### src/rtl/famicom_pad_responder.sv
// famicom_pad_responder
//   Emulates the 4021 shift-register side of a Famicom/NES game pad. The
//   console's latch and pulse strobes arrive asynchronously to clk and are
//   synchronised, together with the button vector, before an edge-driven
//   FSM loads and shifts an active-low copy of the buttons out on
//   famicom_data.
//
// Parameters
//   SYNC_STAGES   synchroniser depth on latch, pulse and buttons (2..4)
//   FILL_BIT      level shifted in at the top once the 8 button bits are out
//   STALE_CYCLES  clk cycles without a latch rise before pad_stale is raised
//
// Ports
//   clk            50 MHz system clock
//   reset_n        asynchronous active-low reset
//   buttons[7:0]   pressed=1: A, B, Select, Start, Up, Down, Left, Right
//   famicom_latch  parallel-load strobe from the console (async)
//   famicom_pulse  shift clock from the console (async)
//   famicom_data   registered serial data, active-low (0 = pressed)
//   read_complete  one-cycle pulse when the 8th bit has been shifted out
//   poll_count     number of latch rising edges seen, wrapping
//   pad_stale      high while no latch rise has been seen for STALE_CYCLES
module famicom_pad_responder #(
  parameter int   SYNC_STAGES  = 2,
  parameter logic FILL_BIT     = 1'b0,
  parameter int   STALE_CYCLES = 2_500_000
) (
  input  logic        clk,
  input  logic        reset_n,
  input  logic [7:0]  buttons,
  input  logic        famicom_latch,
  input  logic        famicom_pulse,
  output logic        famicom_data,
  output logic        read_complete,
  output logic [15:0] poll_count,
  output logic        pad_stale
);

  localparam int                 STALE_W   = $clog2(STALE_CYCLES + 1);
  localparam logic [STALE_W-1:0] STALE_MAX = STALE_W'(STALE_CYCLES);
  localparam logic [STALE_W-1:0] STALE_ONE = STALE_W'(1);

  typedef enum logic [1:0] {
    IDLE,
    LOAD,
    SHIFT,
    DONE
  } state_t;

  // ---------------------------------------------------------------------
  // Synchronisers. Stage 0 samples the pin; the last stage is the
  // synchronised level. One further copy of latch/pulse feeds edge detect.
  // ---------------------------------------------------------------------
  logic [SYNC_STAGES-1:0] latch_sync;
  logic [SYNC_STAGES-1:0] pulse_sync;
  logic [7:0]             btn_sync [SYNC_STAGES];
  logic                   latch_d;
  logic                   pulse_d;

  logic                   latch_s;
  logic                   pulse_s;
  logic [7:0]             buttons_s;
  logic                   latch_rise;
  logic                   pulse_rise;

  always_ff @(posedge clk or negedge reset_n) begin
    if (!reset_n) begin
      latch_sync <= '0;
      pulse_sync <= '0;
      for (int unsigned i = 0; i < SYNC_STAGES; i++) begin
        btn_sync[i] <= '0;
      end
      latch_d <= 1'b0;
      pulse_d <= 1'b0;
    end else begin
      latch_sync <= {latch_sync[SYNC_STAGES-2:0], famicom_latch};
      pulse_sync <= {pulse_sync[SYNC_STAGES-2:0], famicom_pulse};
      btn_sync[0] <= buttons;
      for (int unsigned i = 1; i < SYNC_STAGES; i++) begin
        btn_sync[i] <= btn_sync[i-1];
      end
      latch_d <= latch_sync[SYNC_STAGES-1];
      pulse_d <= pulse_sync[SYNC_STAGES-1];
    end
  end

  assign latch_s    = latch_sync[SYNC_STAGES-1];
  assign pulse_s    = pulse_sync[SYNC_STAGES-1];
  assign buttons_s  = btn_sync[SYNC_STAGES-1];
  assign latch_rise = latch_s & ~latch_d;
  assign pulse_rise = pulse_s & ~pulse_d;

  // ---------------------------------------------------------------------
  // Load/shift FSM
  // ---------------------------------------------------------------------
  state_t     state;
  state_t     state_n;
  logic [7:0] shift_reg;
  logic [7:0] shift_n;
  logic [7:0] shifted;
  logic [3:0] bit_cnt;
  logic [3:0] bit_cnt_n;
  logic       read_complete_n;

  assign shifted = {FILL_BIT, shift_reg[7:1]};

  always_comb begin
    state_n         = state;
    shift_n         = shift_reg;
    bit_cnt_n       = bit_cnt;
    read_complete_n = 1'b0;

    if (latch_s) begin
      // Latch high wins over everything, including a coincident pulse edge.
      // Reloading every cycle keeps the buttons transparent like the 4021.
      state_n   = LOAD;
      shift_n   = ~buttons_s;
      bit_cnt_n = '0;
    end else begin
      unique case (state)
        IDLE: begin
          // Pad not latched yet: shifts like a real register, but is not a read.
          if (pulse_rise) begin
            shift_n = shifted;
          end
        end
        // The cycle latch_s falls is already the first cycle of the read, so
        // LOAD shares SHIFT's handling instead of dropping a pulse edge.
        LOAD, SHIFT: begin
          state_n = SHIFT;
          if (pulse_rise) begin
            shift_n   = shifted;
            bit_cnt_n = bit_cnt + 4'd1;
            if (bit_cnt == 4'd7) begin
              read_complete_n = 1'b1;
              state_n         = DONE;
            end
          end
        end
        DONE: begin
          // Overshift: keep emitting FILL_BIT; bit_cnt holds at 8.
          if (pulse_rise) begin
            shift_n = shifted;
          end
        end
        default: begin
          state_n = IDLE;
        end
      endcase
    end
  end

  always_ff @(posedge clk or negedge reset_n) begin
    if (!reset_n) begin
      state         <= IDLE;
      shift_reg     <= 8'hFF;
      bit_cnt       <= '0;
      read_complete <= 1'b0;
    end else begin
      state         <= state_n;
      shift_reg     <= shift_n;
      bit_cnt       <= bit_cnt_n;
      read_complete <= read_complete_n;
    end
  end

  // Registered output: no combinational path from the pins to the console.
  assign famicom_data = shift_reg[0];

  // ---------------------------------------------------------------------
  // Poll counter and staleness monitor
  // ---------------------------------------------------------------------
  logic [STALE_W-1:0] stale_cnt;

  always_ff @(posedge clk or negedge reset_n) begin
    if (!reset_n) begin
      poll_count <= '0;
      stale_cnt  <= '0;
      pad_stale  <= 1'b1;
    end else begin
      if (latch_rise) begin
        poll_count <= poll_count + 16'd1;
      end

      if (latch_rise) begin
        stale_cnt <= '0;
        pad_stale <= 1'b0;
      end else if (stale_cnt != STALE_MAX) begin
        stale_cnt <= stale_cnt + STALE_ONE;
        // Flag on the same edge the counter reaches STALE_MAX.
        if (stale_cnt == STALE_MAX - STALE_ONE) begin
          pad_stale <= 1'b1;
        end
      end
    end
  end

endmodule

### config.mk
export PLATFORM = sky130hd
export DESIGN_NAME = famicom_pad_responder
export DESIGN_NICKNAME = d
export VERILOG_FILES = /design/src/rtl/famicom_pad_responder.sv
export SDC_FILE = /design/constraint.sdc
export NUM_CORES = 1
export LEC_CHECK = 0
export CELL_PAD_IN_SITES_DETAIL_PLACEMENT = 1
export CELL_PAD_IN_SITES_GLOBAL_PLACEMENT = 2
export CORE_ASPECT_RATIO = 0.7
export CORE_MARGIN = 3
export CORE_UTILIZATION = 38
export DETAILED_ROUTE_END_ITERATION = 12
export PLACE_DENSITY = 0.82
export SYNTH_ARGS = -nofsm -noshare
export SYNTH_HDL_FRONTEND = slang
export SYNTH_SLANG_ARGS = --single-unit
### constraint.sdc
create_clock -name clk -period 2.3 [get_ports clk]
set_input_delay 0.46 -clock clk [delete_from_list [all_inputs] [get_ports clk]]
set_output_delay 0.46 -clock clk [all_outputs]
set_load 0.05 [all_outputs]
==> impl_metrics.yaml <==
drt:
  drtIter0Drc: 93
  drtAntennaViolNets: 0
  num_vias: 2270
  via_per_inst: 5.32
  dr.pass1.iters: 4
  drc: 0
  wl_per_cell_um: 16.4
  routed_wl_mm: 7.00
logic_synthesis:
  synth_area_leaders: "dfrtp_1, dfstp_2, xnor2_1"
  yosys-top-cells-count: "dfrtp_1, nand2_1, nor2_1"
  ys_seq_area_share_pct: 59.6
  yosysWarnings: 0
  synthDistinctLibCells: 44
  synth_edf_count: 0
  synth_seq_cells: 76
  synth_nets: 298
  synthesis.area_um2: 3210
  synth_most_common_cell: "dfrtp_1"
  dominantRegCellSynth: "dfrtp_1"
  synth.avg_cell_area_um2: 11.4
  synth_top_area_share_pct: 52.2
  yosys.area.top_type: "dfrtp_1"
  synthArstFlopShare_pct: 100
  synthCells: 282
finish:
  largest_register_ffs: 22
  reg_top3: "stale_cnt: 22 flops, poll_count: 16 flops"
  fin_nets: 337
  largest_register: "stale_cnt"
  num_antenna_cells: 0
  drive_gt1_share_pct: 12.9
  area_growth_pct: 23.3
setup_path:
  critPathCapture: "pad_stale"
  path_buf_inv: 1
  cp.arrival_ps: 1680
  startpoint: "pad_stale"
  critPathSlowestCell: "clkdlybuf4s50_1"
  start_kind: "register"
  regToRegSetupSlack_ps: 370
  cp_cell_sequence: "clkdlybuf4s50_1"
  reg2reg_to: "stale_cnt[18]"
  rr_worst_depth: 5
  cp_top_family: "buffers and inverters"
  required_ps: 1840
  crit_cells: 1
  critPathKind: "reg -> out"
  crit-reg2reg-launch: "stale_cnt[0]"
  path_max_fanout: 2
  worst_path_largest_cell_delay_ps: 810
  crit_path_end_kind: "primary output"
sta:
  max_clock_freq_mhz: 468
  rsz0062_at_grt: "no"
  hold_violations: 0
  setup_viol: 0
  clock_skew_ps: 3.83
  period_share_pct: 92.9
  relSlewSlack_pct: 55.9
  setup_tns_ps: 0
  fin_crit_ps: 2140
  drv_slew: 0
  worstMarginPinSlew_ps: 662
  whs_ps: 99.7
global_route:
  top_usage_layer: "met1"
  grt_pass1_wl_mm: 12.1
  grt_usage_pct: 16.1
  met2_usage_pct: 22.9
  first_global_vias: 2360
  antenna_found_initial: 0
  grt_max_degree: 40
  grtUsageMet1_pct: 23.5
  grt_overflow: 0
  use_met3_pct: 4.95
cts:
  cts-resized-gates: 0
  cts_buffers: 9
  cts_tree: "yes"
  clock_latency_ps: 330
  clock-sinks: 76
  cts_hold_buffers: 0
  cts_root_buf: "clkbuf_16"
  cts_buffer_depth: 2
  h-tree-depth: 3
  clk_transition_reported_paths_ps: 60
  post-cts-setup-buffers: 0
placed_design:
  routabilityCongestion: 0.801
  io_buffers: 30
  dp_hpwl_mm: 4.86
pwr:
  total_power_w: 0.00349
  p_leak_nw: 1.66
  peakVddDrop_v: 0.000401
  power.density_nw_per_um2: 882
run:
  drv_cap: 0
die:
  core-area_um2: 8040
  initial_core_util_pct: 39.9
  rows: 27
  die_width_um: 116
  die_y_um: 82.9
  dieArea_um2: 9610
  pin_count: 31
outcome:
  outcome: "completed"
worst_hold_path:
  hp-class: "in -> async"
==> how the worst min path moves through the flow <==
stage,startpoint,endpoint,slack [ps],depth (start not counted)
2_1_floorplan,reset_n,bit_cnt[0],160,0
3_3_place_gp,btn_sync[14],buttons_s[6],330,0
3_5_place_dp,latch_sync[0],latch_sync[1],340,0
4_1_cts,reset_n,state[1],120,1
5_1_grt,reset_n,poll_count[8],130,1
6_report,reset_n,poll_count[8],100,1
==> routing by layer <==
metal,vias up,share of wire (%)
li1,1082,-
met1,1146,51
met4,0,1.4
met2,33,43
met3,9,4.1
met5,-,0
==> final cells by class <==
type                       instances  area (µm²)
fill                             876        4080
sequential                        76        1910
multi-input combinational        193        1240
timing repair buffer              36         355
clock buffer                       9         225
tap                              101         126
clock inverter                     7        77.6
inverter                           5        18.8
==> cells by family after synthesis <==
group,count (synthesis),synth area share [%]
and+or+nand+nor,118,20.7
DFF,76,59.6
AOI/OAI and AO/OA,42,8.42
xor gates and xnor gates,26,7.09
buffers and inverters,13,1.75
adders and majority gates,4,1.56
muxes,3,0.935
==> layout by cell type, fill, tap and decap left out, drive strengths merged, types with 2 or more instances in the layout <==
cell type	netlist	routed
dfrtp	67	67
clkinv	0	5
o21ai	4	4
nor4	2	2
nor2b	2	2
dfstp	9	9
xnor2	17	17
a21oi	17	17
o21a	2	2
o31ai	2	2
a31o	2	2
clkdlybuf4s50	0	29
nor3	11	11
clkbuf	7	9
nand2	23	23
buf	1	7
nand3b	2	2
nor2	22	22
nand3	13	13
nand2b	5	5
a211oi	7	7
and4	4	4
or3	4	4
or4	3	3
mux2i	3	3
and2	8	8
xor2	9	9
a31oi	2	2
ha	4	4
nand4	12	12
and3	2	2
inv	5	5
a41o	2	2
==> per-stage QoR <==
stage          setup slack (ps)  instances  utilization (%)  instance area (µm²)
6_report                    164        427             49.2                 3960
5_1_grt                     113        427             49.2                 3960
4_1_cts                     149        427             49.2                 3960
3_5_place_dp                394        411             45.5                 3650
3_3_place_gp                438        411             45.5                 3650
2_1_floorplan               479        282                -                 3210
==> power by group <==
group | leakage, nW | total [W] | internal, W | switching [W]
registers | 0.962 | 0.00158 | 0.00145 | 0.000131
logic | 0.557 | 0.000497 | 0.000189 | 0.000309
clock network | 0.146 | 0.00141 | 0.000845 | 0.000563
total | 1.66 | 0.00349 | 0.00249 | 0.00100
Note: power is estimated with default switching activity, not from simulation.
